$ cat config.mk
export PLATFORM = sky130hd
export DESIGN_NAME = sle8_share_arbiter_flat
export DESIGN_NICKNAME = d
export VERILOG_FILES = /design/src/rtl/sle8_share_arbiter_if.sv /design/src/rtl/sle8_share_arbiter.sv /design/src/flat_wrapper.sv
export SDC_FILE = /design/constraint.sdc
export NUM_CORES = 1
export LEC_CHECK = 0
export BUFFER_PORTS_ARGS = -buffer_cell sky130_fd_sc_hd__buf_2
export CORE_MARGIN = 2
export CORE_UTILIZATION = 46
export DETAILED_ROUTE_END_ITERATION = 10
export PLACE_DENSITY = 0.88
export SLEW_MARGIN = 20
export SYNTH_ARGS = -nofsm -noshare
export SYNTH_HDL_FRONTEND = slang
export SYNTH_SLANG_ARGS = --single-unit
export TNS_END_PERCENT = 1
$ cat constraint.sdc
create_clock -name clk -period 2.65 [get_ports clk]
set_input_delay 0.1325 -clock clk [delete_from_list [all_inputs] [get_ports clk]]
set_output_delay 0.1325 -clock clk [all_outputs]
set_load 0.01 [all_outputs]
$ cat src/rtl/sle8_share_arbiter_if.sv
// Request/response bundle between the signed-compare requesters
// and the shared SLE8 arbiter.
interface sle8_share_arbiter_if #(
    parameter int N   = 4,
    parameter int IDW = $clog2(N)
);
    logic [N-1:0]   req;
    logic [8*N-1:0] a;
    logic [8*N-1:0] b;
    logic [N-1:0]   ack;
    logic           res;
    logic           res_valid;
    logic [IDW-1:0] res_id;

    modport master (
        output req, a, b,
        input  ack, res, res_valid, res_id
    );

    modport slave (
        input  req, a, b,
        output ack, res, res_valid, res_id
    );
endinterface

$ cat src/rtl/sle8_share_arbiter.sv
// Round-robin arbiter sharing one subtract-based signed 8-bit
// less-or-equal comparator among N requesters.
module sle8_share_arbiter #(
    parameter int N   = 4,
    parameter int IDW = $clog2(N)
) (
    input logic                clk,
    input logic                resetn,
    sle8_share_arbiter_if.slave bus
);
    typedef enum logic [1:0] {
        IDLE,
        ISSUE,
        RESP
    } state_t;

    state_t         state;
    state_t         state_nx;
    logic [IDW-1:0] last_grant;
    logic [IDW-1:0] grant_id;
    logic [IDW-1:0] win;
    logic [IDW-1:0] cand;
    logic [IDW-1:0] res_id_q;
    logic [7:0]     op_a;
    logic [7:0]     op_b;
    logic [7:0]     sel_a;
    logic [7:0]     sel_b;
    logic [7:0]     diff;
    logic           found;
    logic           cmp;
    logic           res_q;
    logic [N-1:0]   ack;

    // Search starts one past the last winner and wraps modulo N.
    always_comb begin
        found = 1'b0;
        win   = '0;
        cand  = '0;
        for (int k = 1; k <= N; k++) begin
            cand = IDW'((int'(last_grant) + k) % N);
            if (!found && bus.req[cand]) begin
                found = 1'b1;
                win   = cand;
            end
        end
    end

    always_comb begin
        sel_a = '0;
        sel_b = '0;
        for (int i = 0; i < N; i++) begin
            if (win == IDW'(i)) begin
                sel_a = bus.a[8*i +: 8];
                sel_b = bus.b[8*i +: 8];
            end
        end
    end

    always_ff @(posedge clk or negedge resetn) begin
        if (!resetn) state <= IDLE;
        else         state <= state_nx;
    end

    always_comb begin
        state_nx = state;
        unique case (state)
            IDLE:    if (found) state_nx = ISSUE;
            ISSUE:   state_nx = RESP;
            RESP:    state_nx = IDLE;
            default: state_nx = IDLE;
        endcase
    end

    always_ff @(posedge clk or negedge resetn) begin
        if (!resetn) begin
            last_grant <= IDW'(N - 1);
            grant_id   <= '0;
            op_a       <= '0;
            op_b       <= '0;
            res_q      <= 1'b0;
            res_id_q   <= '0;
        end else begin
            if (state == IDLE && found) begin
                last_grant <= win;
                grant_id   <= win;
                op_a       <= sel_a;
                op_b       <= sel_b;
            end
            if (state == ISSUE) begin
                res_q    <= cmp;
                res_id_q <= grant_id;
            end
        end
    end

    // Sign-mismatch terms absorb the overflow of B - A.
    assign diff = op_b + ~op_a + 8'd1;
    assign cmp  = (op_a[7] & ~op_b[7])
                | (~(op_a[7] ^ op_b[7]) & ~diff[7]);

    always_comb begin
        ack = '0;
        if (state == RESP) ack[grant_id] = 1'b1;
    end

    assign bus.ack       = ack;
    assign bus.res       = res_q;
    assign bus.res_valid = (state == RESP);
    assign bus.res_id    = res_id_q;
endmodule
$ cat src/flat_wrapper.sv
// flat-port wrapper written by rule: the top's interface ports become plain ports
module sle8_share_arbiter_flat 
#(
    parameter int N   = 4,
    parameter int IDW = $clog2(N)
)
  (clk, resetn, bus_req, bus_a, bus_b, bus_ack, bus_res, bus_res_valid, bus_res_id);
  sle8_share_arbiter_if #(.N(N), .IDW(IDW)) bus_i ();
  input logic clk;
  input logic resetn;
  input wire logic [$bits(bus_i.req)-1:0] bus_req;
  input wire logic [$bits(bus_i.a)-1:0] bus_a;
  input wire logic [$bits(bus_i.b)-1:0] bus_b;
  output wire logic [$bits(bus_i.ack)-1:0] bus_ack;
  output wire logic [$bits(bus_i.res)-1:0] bus_res;
  output wire logic [$bits(bus_i.res_valid)-1:0] bus_res_valid;
  output wire logic [$bits(bus_i.res_id)-1:0] bus_res_id;
  assign bus_i.req = bus_req;
  assign bus_i.a = bus_a;
  assign bus_i.b = bus_b;
  assign bus_ack = bus_i.ack;
  assign bus_res = bus_i.res;
  assign bus_res_valid = bus_i.res_valid;
  assign bus_res_id = bus_i.res_id;
  sle8_share_arbiter #(.N(N), .IDW(IDW)) u_core (.clk(clk), .resetn(resetn), .bus(bus_i));
endmodule
### After elaboration in Yosys (flattened, before gate mapping)

Index checks and enable logic that the tools add are counted.

* add/subtract/negate cells: 6
* order comparisons: 6
* eq/ne operators: 6
* multiplexer cells: 29
* bitwise operators: 8
* reductions and logical operators: 10

Operators with widths (count)
* $mux 8: 8
* $lt 2x3->1 const B: 5
* $mux 2: 5
* $mux 1: 9
* $add 8x1->8 const B: 1
* $add 8x8->8: 1
* $bmux 1 s2: 4
* $not 8->8: 1
* $eq 2x2->1 const B: 3
* $logic_and 1x1->1: 5
* $add 2x1->2 const B: 2
* $add 2x2->2 const B: 2
* $eq 2x1->1 const B: 2
* $logic_not 2->1: 2
* $mux 4: 1
* $pmux 2 s2: 1
* $logic_not 1->1: 3
* $not 1->1: 3
* $and 1x1->1: 2
* $demux 1 s2: 1
* $ge 2x1->1 const B: 1
* $ne 2x1->1 const B: 1
* $or 1x1->1: 1
* $xor 1x1->1: 1

* register bits: 25
* bits of input ports: 70
* output and inout port bits: 8
* logic and storage cells: 72

### Logic depth before layout (Yosys ltp)

Gate-level depths: netlist of the first run.

* depth in word-level cells: 18
* mapped depth: 8
* mapped depth without buffers: 8

### Worst setup path before layout of the first run

OpenSTA, ideal clock, no wires.

* path type: register -> register
* start: register u_core.op_b[1]
* end: register u_core.res_q (netlist: u_core.bus.res)
* library setup time: 0.125 ns
* arrival: 1.887 ns
* data required time: 2.525 ns
* slack: 0.638 ns
* cell stages (with the launch flop): 8
* buffers on the path: 0
* clock period less this slack: 2.012 ns
* path through: dfrtp_1 > ha_1 > a21o_1 > a21oi_1 > o21ai_0 > a31o_2 > fa_1 > mux2_2

* longest elaborated chain between the ends: 5

RTL lines
* start, declared: RTL line sle8_share_arbiter.sv:25 `logic [7:0] op_b;`
* start signal, assigned: RTL line sle8_share_arbiter.sv:87 `op_b <= sel_b;`
* $add 8x8->8: RTL line sle8_share_arbiter.sv:97 `assign diff = op_b + ~op_a + 8'd1;`
* $add 8x1->8: RTL line sle8_share_arbiter.sv:97
* $not 1->1: RTL line sle8_share_arbiter.sv:99 `| (~(op_a[7] ^ op_b[7]) & ~diff[7]);`
* $and 1x1->1: RTL line sle8_share_arbiter.sv:99
* $or 1x1->1: RTL line sle8_share_arbiter.sv:99
* named net u_core.cmp: RTL line sle8_share_arbiter.sv:30 `logic cmp;`
* end signal, assigned: RTL line sle8_share_arbiter.sv:90 `res_q <= cmp;`
* end, declared: RTL line sle8_share_arbiter.sv:31 `logic res_q;`

The timed path passes the listed nets, and every way through them passes these cells.
A chain may end at the register's enable or synchronous reset.

### Worst setup path in the final report of the first run

Same ends and word-level chain as after synthesis.

==> impl_table.tex, run 1 <==
\begin{tabular}{lr}
\hline
Metric & Value \\
\hline
\multicolumn{2}{l}{\textbf{Outcome}} \\
\quad Outcome & finished, final reports clean \\
\multicolumn{2}{l}{\textbf{Setup path}} \\
\quad Cell breakdown of the critical path & ha\_1 > a21o\_1 > a21oi\_1 > o21ai\_0 > a31o\_2 > fa\_1 > mux2\_2 \\
\quad Family with the most delay on the worst path & adder cells \\
\quad Reg-to-reg slack, setup & 0.55 ns \\
\quad Longest individual stage delay on the worst path & 0.40 ns \\
\quad Data arrival time of the critical path & 2.32 ns \\
\quad Number of cells on the critical path & 7 \\
\quad Data required time at the worst endpoint & 2.87 ns \\
\quad Reg2reg start & u\_core.op\_b[1]\$\_DFFE\_PN0P\_ \\
\quad Path depth of the worst reg2reg path & 7 \\
\quad Startpoint-to-endpoint class of the critical path & register to register \\
\quad Crit path max-delay cell type & dfrtp\_1 \\
\quad Launching element of the worst setup path & u\_core.op\_b[1]\$\_DFFE\_PN0P\_ \\
\quad Total buffers and inverters traversed by the critical path & 0 \\
\quad CP startpoint kind & register \\
\quad Crit Path Max Fanout & 2 \\
\quad Critical path endpoint category & register \\
\multicolumn{2}{l}{\textbf{Yosys}} \\
\quad Synth Cell Area & 1620 um2 \\
\quad Largest cells by area after synthesis & dfrtp\_1 (36\%), mux2i\_1 (20\%), o221ai\_1 (9.2\%) \\
\quad Library cell occupying the most area in the post-synthesis netlist & dfrtp\_1 \\
\quad Number of synthesized register bits & 25 \\
\quad Most frequent cells after synthesis & mux2i\_1 (33), dfrtp\_1 (23), nand2\_1 (21), o221ai\_1 (17), inv\_1 (10) \\
\quad Count of distinct cell types in the synthesized netlist & 30 \\
\quad Synthesized instance count & 153 \\
\quad Most frequently used flop master after synthesis & dfrtp\_1 \\
\quad Number of enable-type register cells in the synthesized netlist & 0 \\
\quad Async S/R FF share, synth & 1.00 \\
\quad Register area share after synthesis & 0.388 \\
\quad Share of the synthesized area in the top cell type & 0.356 \\
\quad Most repeated cell in the gate-level netlist after synthesis & mux2i\_1 \\
\quad Synth Net Count & 230 \\
\quad Syn. warnings & 0 \\
\quad Mean instance size in the synthesized netlist & 10.6 um2 \\
\multicolumn{2}{l}{\textbf{Place}} \\
\quad Post-placement worst setup slack & 0.540 ns \\
\quad Placement Cell Area & 2010 um2 \\
\quad Final GP Congestion & 0.786 \\
\quad Inst Count DP & 270 \\
\quad DPL Wire Length & 2.87 mm \\
\quad Port Buf Inserts & 77 \\
\multicolumn{2}{l}{\textbf{STA}} \\
\quad Highest clock rate & 0.476 GHz \\
\quad Slew margin rel. & 0.595 \\
\quad Tcrit/Tclk final & 0.793 \\
\quad Worst Hold Slack & 0.123 ns \\
\quad Number of max-slew violations in the final report & 0 \\
\quad Measured slew at the worst slew-check pin & 0.608 ns \\
\quad Clock tree skew after final layout & 0.00270 ns \\
\quad Setup total negative slack & 0 ns \\
\quad Final period demand of the worst path & 2.10 ns \\
\quad Final Hold Vio Count & 0 \\
\quad Unrepaired setup endpoints after global routing & no \\
\quad Setup-violating endpoint count in the final report & 0 \\
\quad Setup slack after layout & 0.548 ns \\
\multicolumn{2}{l}{\textbf{Finish}} \\
\quad Synthesis-to-finish area growth & 26.2\% \\
\quad Share of the core filled with cells in the final layout & 0.607 \\
\quad Post-route non-filler standard cell count & 275 \\
\quad Count of inserted antenna diode cells & 0 \\
\quad Finished layout cell area & 2040 um2 \\
\quad \# nets final & 307 \\
\quad Layout fillers & 325 \\
\quad Share of post-route cells with drive strength above 1 & 0.393 \\
\multicolumn{2}{l}{\textbf{Global route}} \\
\quad GRT Util Overall & 0.187 \\
\quad GR met2 Demand/Resource & 0.335 \\
\quad First-pass GRT wire length & 5.88 mm \\
\quad Total congestion overflow after global routing & 0 \\
\quad Layer with the highest usage after global routing & met2 \\
\quad Number of global-route vias before repair & 1339 \\
\quad Met1 routing resource usage after global routing & 0.221 \\
\quad Initial antenna violation count & 0 \\
\quad Met3 track demand over resource & 0.0268 \\
\quad Maximum number of pins on one net before global-route repair & 26 \\
\multicolumn{2}{l}{\textbf{CTS}} \\
\quad Maximum root-to-sink buffer count & 2 \\
\quad Clock Latency Late Sink & 0.32 ns \\
\quad Clk pin slew, worst setup/hold paths & 0.12 ns \\
\quad Post-CTS Resized & 0 \\
\quad Clock root buffer & clkbuf\_4 \\
\quad Clock buffer count from CTS & 3 \\
\quad TritonCTS clock tree & done \\
\quad Number of clock sinks & 25 \\
\quad H-tree Lvls & 1 \\
\multicolumn{2}{l}{\textbf{Min path}} \\
\quad Startpoint of the worst hold path & bus\_b[14] \\
\quad Type of the most critical hold path & primary input to register \\
\quad Cell depth of the worst min-delay path & 3 \\
\multicolumn{2}{l}{\textbf{Job}} \\
\quad Maximum capacitance violations & 0 \\
\multicolumn{2}{l}{\textbf{Routing}} \\
\quad Vias post-DR & 1436 \\
\quad Total Wirelength & 3.57 mm \\
\quad Post-route ant nets & 0 \\
\quad DR WL/cell & 13.0 um \\
\quad Number of remaining DRC errors & 0 \\
\quad Pre-antenna DRT Iters & 4 \\
\quad Violation count after the first detailed-routing iteration & 31 \\
\quad Number of vias per cell & 5.22 \\
\multicolumn{2}{l}{\textbf{Power}} \\
\quad Power Density & 974 nW/um2 \\
\quad Leak Pwr & 1.12 nW \\
\quad Power consumption & 1.99 mW \\
\quad Highest ir drop seen on vdd & 0.000494 V \\
\multicolumn{2}{l}{\textbf{Floorplanning}} \\
\quad Ports placed on the boundary & 78 \\
\quad Chip width & 63.3 um \\
\quad Die span in y & 63.3 um \\
\quad Number of cell rows & 21 \\
\quad Placeable core region & 3360 um2 \\
\quad Die Outline Area & 4010 um2 \\
\quad Starting density of the core & 0.481 \\
\hline
\end{tabular}
[what timing repair did]
| action | 4_1_cts | 5_1_grt |
|---|---|---|
| hold buffers | 1 | 0 |
| setup buffers | 0 | 0 |
| hold endpoints to repair | 23 | 0 |
[where the power goes]
group / internal (mW) / switching (mW) / total, mW
combinational: 0.534 / 0.574 / 1.11
sequential: 0.588 / 0.127 / 0.715
clock: 0.0590 / 0.108 / 0.167
total: 1.18 / 0.809 / 1.99
[worst register-to-register path, cell delays in order, from the launching register on]
cell     delay (ns)
dfrtp_1        0.40
ha_1           0.29
a21o_1         0.16
a21oi_1        0.14
o21ai_0        0.10
a31o_2         0.26
fa_1           0.40
mux2_2         0.26
[per-layer routing]
layer / routed length (um) / up-vias
met2: 1820 / 46
met1: 1480 / 669
met5: 0 / -
li1: - / 714
met4: 77 / 0
met3: 192 / 7
[cell usage in the layout (no fill, tap or decap), drive strengths merged]
master       netlist  routed
buf                8      80
mux2i             33      33
dfrtp             23      23
nand2             21      21
o221ai            17      17
inv               10      10
ha                 6       6
a21oi              5       5
a21o               4       4
clkbuf             1       4
nand2b             3       3
nor2               3       3
mux2               3       3
nor2b              2       2
dfstp              2       2
o21ai              1       1
a31o               1       1
and3b              1       1
nor3b              1       1
and3               1       1
a211o              1       1
or2                1       1
a21boi             1       1
a31oi              1       1
and2               1       1
o21a               1       1
fa                 1       1
dlygate4sd3        0       1
[path summary, 6_finish.rpt]
kind / to
worst min-delay path: u_core.op_b[6]$_DFFE_PN0P_
worst max-delay path: u_core.bus.res$_DFFE_PN0N_
worst max register to register: u_core.bus.res$_DFFE_PN0N_
worst min register to register: u_core.op_a[6]$_DFFE_PN0P_
min in group asynchronous: u_core.bus.res_id[0]$_DFFE_PN0N_
max in group asynchronous: u_core.last_grant[1]$_DFFE_PN1P_
[sequential cells by signal, indices dropped and copies added, names as in the netlist]
| register | cells |
|---|---|
| u_core.state | 2 |
| u_core.last_grant | 2 |
| u_core.grant_id | 2 |
| u_core.op_b | 8 |
| u_core.bus.res_id | 2 |
| u_core.bus.res | 1 |
| u_core.op_a | 8 |
[logic make-up after synthesis]
logic type                 count (synthesis)  synth area share
muxes                                     36             0.225
and+or+nand+nor                           34            0.0967
AOI/OAI and AO/OA                         32             0.160
adders and majority gates                  7            0.0588
DFF                                       25             0.388
buffers and inverters                     19            0.0712
[layout make-up]
type / count / area, um2 / area share
Inverter: 10 / 37.5 / 0.0184
Clock buffer: 4 / 26.3 / 0.0129
Sequential cell: 25 / 628 / 0.308
Multi-Input combinational cell: 109 / 875 / 0.428
Timing Repair Buffer: 81 / 418 / 0.205
Tap cell: 46 / 57.6 / 0.0282
Note: power is estimated with default switching activity, not from simulation.
==> inputs of run 2 (changes only) <==
==> constraint.sdc (replaced) <==
create_clock -name clk -period 2.1 [get_ports clk]
set_input_delay 0.105 -clock clk [delete_from_list [all_inputs] [get_ports clk]]
set_output_delay 0.105 -clock clk [all_outputs]
set_load 0.01 [all_outputs]
==> run 2 against run 1 <==
Total power grew 30%. Die area is the same. Global-route usage grew 0.76 points. Register-to-register slack lost 0.48 ns. Clock skew grew 0.0014 ns. Count of clock-buffer cells in the layout is the same. Non-clock buffer count grew 1. Final area grew 0.86%. Hold slack lost 0.017 ns. Wire length grew 4.2%. Worst setup slack lost 0.48 ns. Maximum frequency grew 3.5%. Largest cell class unchanged. Largest power group unchanged.
==> impl_table.tex, run 2 (synthesis results as in run 1) <==
\begin{tabular}{lr}
\hline
Metric & Value \\
\hline
\multicolumn{2}{l}{\textbf{Finish}} \\
\quad \# nets final & 308 (+0.33\%) \\
\quad Most common library cell in the layout ignoring fill and taps & buf\_2 \\
\quad Commonest cells after routing, fill and taps aside & buf\_2 (77), mux2i\_1 (33), dfrtp\_1 (23) \\
\quad Synthesis-to-finish area growth & 27.3\% \\
\quad Post-route non-filler standard cell count & 276 (+0.36\%) \\
\quad Count of inserted antenna diode cells & 0 (unchanged) \\
\quad Share of the core filled with cells in the final layout & 0.612 (+0.00521) \\
\quad Regs by FF count & u\_core.op\_a (8), u\_core.op\_b (8) \\
\quad Share of post-route cells with drive strength above 1 & 0.404 (+0.0113) \\
\multicolumn{2}{l}{\textbf{Floorplanning}} \\
\quad Chip width & 63.3 um (unchanged) \\
\quad Placeable core region & 3360 um2 (unchanged) \\
\quad Die Outline Area & 4010 um2 (unchanged) \\
\quad Ports placed on the boundary & 78 (unchanged) \\
\quad Die span in y & 63.3 um (unchanged) \\
\quad Starting density of the core & 0.481 (unchanged) \\
\quad Number of cell rows & 21 (unchanged) \\
\multicolumn{2}{l}{\textbf{Setup path}} \\
\quad Crit Path Max Fanout & 2 (unchanged) \\
\quad Longest individual stage delay on the worst path & 0.37 ns (-0.03 ns) \\
\quad Cell breakdown of the critical path & inv\_1 > ha\_1 > a21o\_1 > a21oi\_2 > o21ai\_1 > a31o\_2 > fa\_2 > mux2\_4 \\
\quad Family with the most delay on the worst path & compound AO/OA/AOI/OAI gates \\
\quad Data required time at the worst endpoint & 2.31 ns (-0.56 ns) \\
\quad Data arrival time of the critical path & 2.24 ns (-0.08 ns) \\
\quad Crit path max-delay cell type & dfrtp\_1 \\
\quad Critical path endpoint category & register \\
\quad Total buffers and inverters traversed by the critical path & 1 (+1) \\
\quad Startpoint-to-endpoint class of the critical path & register to register \\
\quad CP startpoint kind & register \\
\multicolumn{2}{l}{\textbf{Routing}} \\
\quad Vias post-DR & 1444 (+0.56\%) \\
\quad Number of remaining DRC errors & 0 (unchanged) \\
\quad Violation count after the first detailed-routing iteration & 34 (+9.7\%) \\
\quad DR WL/cell & 13.5 um (+3.8\%) \\
\quad Post-route ant nets & 0 (unchanged) \\
\quad Number of vias per cell & 5.23 (+0.19\%) \\
\quad Pre-antenna DRT Iters & 4 (unchanged) \\
\quad Total Wirelength & 3.72 mm (+4.2\%) \\
\multicolumn{2}{l}{\textbf{Global route}} \\
\quad Initial antenna violation count & 0 (unchanged) \\
\quad First-pass GRT wire length & 6.19 mm (+5.3\%) \\
\quad Number of global-route vias before repair & 1434 (+7.1\%) \\
\quad GRT Util Overall & 0.194 (+0.00756) \\
\quad Maximum number of pins on one net before global-route repair & 26 (unchanged) \\
\quad Total congestion overflow after global routing & 0 (unchanged) \\
\multicolumn{2}{l}{\textbf{Power}} \\
\quad Highest ir drop seen on vdd & 0.000562 V (+14\%) \\
\quad Leak Pwr & 1.13 nW (+0.80\%) \\
\quad Power Density & 1260 nW/um2 (+29\%) \\
\multicolumn{2}{l}{\textbf{STA}} \\
\quad Number of max-slew violations in the final report & 0 (unchanged) \\
\quad Final Hold Vio Count & 0 (unchanged) \\
\quad Tcrit/Tclk final & 0.967 (+0.174) \\
\quad Slew margin rel. & 0.592 (-0.00315) \\
\quad Measured slew at the worst slew-check pin & 0.613 ns (+0.00472 ns) \\
\quad Final period demand of the worst path & 2.03 ns (-0.0711 ns) \\
\quad Highest clock rate & 0.492 GHz (+3.5\%) \\
\quad Setup-violating endpoint count in the final report & 0 (unchanged) \\
\quad Clock tree skew after final layout & 0.00409 ns (+0.00139 ns) \\
\multicolumn{2}{l}{\textbf{CTS}} \\
\quad Maximum root-to-sink buffer count & 2 (unchanged) \\
\quad Clock buffer count from CTS & 3 (unchanged) \\
\quad Clock Latency Late Sink & 0.31 ns (about the same) \\
\quad TritonCTS clock tree & done \\
\quad H-tree Lvls & 1 (unchanged) \\
\quad Number of clock sinks & 25 (unchanged) \\
\quad Clk pin slew, worst setup/hold paths & 0.13 ns (about the same) \\
\quad Clock root buffer & clkbuf\_4 \\
\multicolumn{2}{l}{\textbf{Place}} \\
\quad DPL Wire Length & 2.97 mm (+3.7\%) \\
\quad Final GP Congestion & 0.783 (-0.47\%) \\
\quad Port Buf Inserts & 77 (unchanged) \\
\quad Inst Count DP & 270 (unchanged) \\
\multicolumn{2}{l}{\textbf{Outcome}} \\
\quad Outcome & finished, final reports clean \\
\multicolumn{2}{l}{\textbf{Job}} \\
\quad Maximum capacitance violations & 0 (unchanged) \\
\multicolumn{2}{l}{\textbf{Min path}} \\
\quad Type of the most critical hold path & primary input to register \\
\hline
\end{tabular}
-- run 2: cell type report --
type                    count  area, um2
inverters                  10       37.5
multi-input cells         109        885
well taps                  46       57.6
fillers                   310       1300
flip-flops and latches     25        628
repair buffers             82        425
clock buffers               4       26.3
-- run 2: what timing repair did --
action | 4_1_cts | 5_1_grt
endpoints found under the hold margin | 23 | 0
cloned | 0 | 0
setup endpoints to repair | 1 | 1
hold buffers | 1 | 0
setup buffers | 1 | 0
pin swaps | 1 | 6
gates resized for setup | 1 | 3
-- run 2: tightest hold or removal path: stages --
cell	delay [ns]
buf_2	0.07
mux2i_1	0.05
o221ai_1	0.15
-- run 2: path summary, 6_finish.rpt --
check	from	to	slack, ns	cells after the start
max reg2reg	u_core.op_a[1]$_DFFE_PN0P_	u_core.bus.res$_DFFE_PN0N_	0.07	8
max	u_core.op_a[1]$_DFFE_PN0P_	u_core.bus.res$_DFFE_PN0N_	0.07	8
min reg2reg	u_core.op_b[0]$_DFFE_PN0P_	u_core.op_b[0]$_DFFE_PN0P_	0.50	2
max in group asynchronous	resetn	u_core.last_grant[1]$_DFFE_PN1P_	1.43	2
min	bus_b[14]	u_core.op_b[6]$_DFFE_PN0P_	0.11	3
min in group asynchronous	resetn	u_core.bus.res_id[0]$_DFFE_PN0N_	0.30	2
-- run 2: per-layer routing --
metal / GRT usage / share of wire
met5: 0 / 0
met4: 0.0652 / 0.014
met3: 0.0250 / 0.057
met2: 0.355 / 0.52
met1: 0.235 / 0.40
-- run 2: power breakdown --
group	switching [mW]	leakage [nW]	internal, mW
Sequential	0.169	0.301	0.742
Clock	0.133	0.0150	0.0742
Combinational	0.760	0.811	0.713
Total	1.06	1.13	1.53
-- run 2: stage by stage --
step / instance area [um2] / total power, mW / hold WS [ns] / worst slack (ns) / TNS [ns]
after floorplan: 1620 / 2.03 / -0.191 / 0.0884 / 0
after global placement: 2010 / 2.27 / 0.104 / 0.0334 / 0
after detailed placement: 2010 / 2.35 / 0.119 / -0.00560 / -0.00560
after CTS: 2050 / 2.57 / 0.104 / 0.0128 / 0
after global routing: 2060 / 2.83 / 0.115 / -0.0155 / -0.0155
final: 2060 / 2.59 / 0.106 / 0.0688 / 0
==> inputs of run 3 (changes only) <==
--- a/config.mk
+++ b/config.mk
@@ -9,6 +9,7 @@
 export CORE_MARGIN = 2
 export CORE_UTILIZATION = 46
 export DETAILED_ROUTE_END_ITERATION = 10
+export MAX_ROUTING_LAYER = met4
 export PLACE_DENSITY = 0.88
 export SLEW_MARGIN = 20
 export SYNTH_ARGS = -nofsm -noshare
==> run 3 against run 2 <==
Die area is the same. Worst setup slack got worse by 0.0034 ns. Global-route usage up 0.63 points. Flip-flop and latch count unchanged. Cell count unchanged. Final area is the same. Maximum frequency shrank 0.17%. Critical endpoint unchanged. Largest cell class unchanged. Largest power group unchanged. Highest routed layer unchanged.
==> impl_table.tex, run 3 (synthesis results as in run 1) <==
\begin{tabular}{lr}
\hline
Metric & Value \\
\hline
\multicolumn{2}{l}{\textbf{Finish}} \\
\quad Layout fillers & 310 (unchanged) \\
\quad Regs by FF count & u\_core.op\_a (8), u\_core.op\_b (8) \\
\quad Share of the core filled with cells in the final layout & 0.612 (unchanged) \\
\quad Synthesis-to-finish area growth & 27.3\% (unchanged) \\
\quad Commonest cells after routing, fill and taps aside & buf\_2 (77), mux2i\_1 (33), dfrtp\_1 (23) \\
\quad Most common library cell in the layout ignoring fill and taps & buf\_2 \\
\quad Share of post-route cells with drive strength above 1 & 0.404 (unchanged) \\
\quad \# nets final & 308 (unchanged) \\
\quad Post-route non-filler standard cell count & 276 (unchanged) \\
\quad Count of inserted antenna diode cells & 0 (unchanged) \\
\quad Finished layout cell area & 2060 um2 (unchanged) \\
\multicolumn{2}{l}{\textbf{Routing}} \\
\quad Highest metal layer with signal wires & met4 \\
\quad Total Wirelength & 3.73 mm (+0.22\%) \\
\quad Number of remaining DRC errors & 0 (unchanged) \\
\quad Pre-antenna DRT Iters & 4 (unchanged) \\
\quad Met1 wire length & 1.53 mm (+1.7\%) \\
\quad DR WL/cell & 13.5 um (+0.22\%) \\
\quad Number of vias per cell & 5.21 (-0.35\%) \\
\quad Met2 layer wire length in the routed design & 1.93 mm (-0.82\%) \\
\quad Post-route ant nets & 0 (unchanged) \\
\quad Vias post-DR & 1439 (-0.35\%) \\
\quad Violation count after the first detailed-routing iteration & 34 (unchanged) \\
\quad Met3 wire length & 211 um (-0.47\%) \\
\multicolumn{2}{l}{\textbf{STA}} \\
\quad Final period demand of the worst path & 2.03 ns (+0.00339 ns) \\
\quad Highest clock rate & 0.492 GHz (-0.17\%) \\
\quad Setup slack after layout & 0.0655 ns (-0.00339 ns) \\
\quad Clock tree skew after final layout & 0.00492 ns (+0.000827 ns) \\
\quad Tcrit/Tclk final & 0.969 (+0.00161) \\
\quad Number of max-slew violations in the final report & 0 (unchanged) \\
\quad Setup-violating endpoint count in the final report & 0 (unchanged) \\
\quad Worst Hold Slack & 0.0979 ns (-0.00804 ns) \\
\quad Setup total negative slack & 0 ns (unchanged) \\
\quad Measured slew at the worst slew-check pin & 0.607 ns (-0.00517 ns) \\
\quad Slew margin rel. & 0.595 (+0.00345) \\
\quad Final Hold Vio Count & 0 (unchanged) \\
\multicolumn{2}{l}{\textbf{Global route}} \\
\quad Maximum number of pins on one net before global-route repair & 26 (unchanged) \\
\quad Total congestion overflow after global routing & 0 (unchanged) \\
\quad Number of global-route vias before repair & 1429 (-0.35\%) \\
\quad Initial antenna violation count & 0 (unchanged) \\
\quad GRT Util Overall & 0.201 (+0.00627) \\
\quad First-pass GRT wire length & 6.21 mm (+0.34\%) \\
\multicolumn{2}{l}{\textbf{Setup path}} \\
\quad Data required time at the worst endpoint & 2.31 ns (about the same) \\
\quad Crit Path Max Fanout & 2 (unchanged) \\
\quad Crit path max-delay cell type & dfrtp\_1 \\
\quad Path depth of the worst reg2reg path & 8 (unchanged) \\
\quad Number of cells on the critical path & 8 (unchanged) \\
\quad Reg-to-reg slack, setup & 0.07 ns (about the same) \\
\quad Total buffers and inverters traversed by the critical path & 1 (unchanged) \\
\quad Startpoint-to-endpoint class of the critical path & register to register \\
\quad Launching element of the worst setup path & u\_core.op\_a[1]\$\_DFFE\_PN0P\_ \\
\quad Cell breakdown of the critical path & inv\_1 > ha\_1 > a21o\_1 > a21oi\_2 > o21ai\_1 > a31o\_2 > fa\_2 > mux2\_4 \\
\quad Data arrival time of the critical path & 2.25 ns (about the same) \\
\quad Reg2reg start & u\_core.op\_a[1]\$\_DFFE\_PN0P\_ \\
\quad Worst setup path endpoint & u\_core.bus.res\$\_DFFE\_PN0N\_ \\
\quad Worst reg2reg endpoint & u\_core.bus.res\$\_DFFE\_PN0N\_ \\
\quad Critical path endpoint category & register \\
\quad Longest individual stage delay on the worst path & 0.37 ns (about the same) \\
\quad Family with the most delay on the worst path & compound AO/OA/AOI/OAI gates \\
\quad CP startpoint kind & register \\
\multicolumn{2}{l}{\textbf{Floorplanning}} \\
\quad Number of cell rows & 21 (unchanged) \\
\quad Starting density of the core & 0.481 (unchanged) \\
\quad Die span in y & 63.3 um (unchanged) \\
\quad Placeable core region & 3360 um2 (unchanged) \\
\quad Chip width & 63.3 um (unchanged) \\
\quad Die Outline Area & 4010 um2 (unchanged) \\
\quad Ports placed on the boundary & 78 (unchanged) \\
\multicolumn{2}{l}{\textbf{CTS}} \\
\quad Number of clock sinks & 25 (unchanged) \\
\quad Maximum root-to-sink buffer count & 2 (unchanged) \\
\quad TritonCTS clock tree & done \\
\quad Clock root buffer & clkbuf\_4 \\
\quad Clock buffer count from CTS & 3 (unchanged) \\
\quad Clk pin slew, worst setup/hold paths & 0.13 ns (about the same) \\
\quad H-tree Lvls & 1 (unchanged) \\
\quad Clock Latency Late Sink & 0.31 ns (about the same) \\
\multicolumn{2}{l}{\textbf{Place}} \\
\quad DPL Wire Length & 2.97 mm (unchanged) \\
\quad Placement Cell Area & 2010 um2 (unchanged) \\
\quad Port Buf Inserts & 77 (unchanged) \\
\quad Post-placement worst setup slack & -0.00560 ns (unchanged) \\
\quad Inst Count DP & 270 (unchanged) \\
\quad Final GP Congestion & 0.793 (+1.4\%) \\
\multicolumn{2}{l}{\textbf{Outcome}} \\
\quad Outcome & finished, final reports clean \\
\multicolumn{2}{l}{\textbf{Power}} \\
\quad Power consumption & 2.60 mW (+0.15\%) \\
\quad Power Density & 1260 nW/um2 (+0.15\%) \\
\quad Highest ir drop seen on vdd & 0.000576 V (+2.5\%) \\
\quad Leak Pwr & 1.13 nW (unchanged) \\
\multicolumn{2}{l}{\textbf{Min path}} \\
\quad Cell depth of the worst min-delay path & 3 (unchanged) \\
\quad Type of the most critical hold path & primary input to register \\
\multicolumn{2}{l}{\textbf{Job}} \\
\quad Maximum capacitance violations & 0 (unchanged) \\
\hline
\end{tabular}
## run 3: worst min path at each step
stage               startpoint                               end
global route         bus_a[30]        u_core.op_a[6]$_DFFE_PN0P_
global placement        resetn  u_core.bus.res_id[0]$_DFFE_PN0N_
finish               bus_b[14]        u_core.op_b[6]$_DFFE_PN0P_
floorplan               resetn        u_core.bus.res$_DFFE_PN0N_
CTS                  bus_b[14]        u_core.op_b[6]$_DFFE_PN0P_
detailed placement      resetn  u_core.bus.res_id[0]$_DFFE_PN0N_
## run 3: layout make-up
type	instances	area (um2)	share of cell area
Multi-Input combinational cell	109	885	0.430
Sequential cell	25	628	0.305
Timing Repair Buffer	82	425	0.207
Tap cell	46	57.6	0.0279
Inverter	10	37.5	0.0182
Clock buffer	4	26.3	0.0128
## run 3: power by group
group          internal (mW)  total [mW]  switching (mW)
logic                  0.715        1.47           0.758
registers              0.742       0.910           0.168
clock network         0.0742       0.213           0.139
total                   1.53        2.60            1.07
## run 3: worst reg2reg max path: stages, from the launching register on
cell	delay, ns
dfrtp_1	0.37
inv_1	0.05
ha_1	0.27
a21o_1	0.19
a21oi_2	0.14
o21ai_1	0.07
a31o_2	0.24
fa_2	0.34
mux2_4	0.27
## run 3: repair_timing
action / 4_1_cts / 5_1_grt
setup endpoints to repair: 1 / 1
pin swaps: 1 / 6
hold buffers: 1 / 0
gates cloned: 0 / 0
setup buffers: 1 / 0
resized for setup: 1 / 3
endpoints found under the hold margin: 23 / 0
## run 3: layer usage
layer / global-route usage / vias up
met4: 0.0652 / 0
met1: 0.238 / 668
met3: 0.0250 / 4
met5: - / -
li1: - / 712
met2: 0.354 / 55
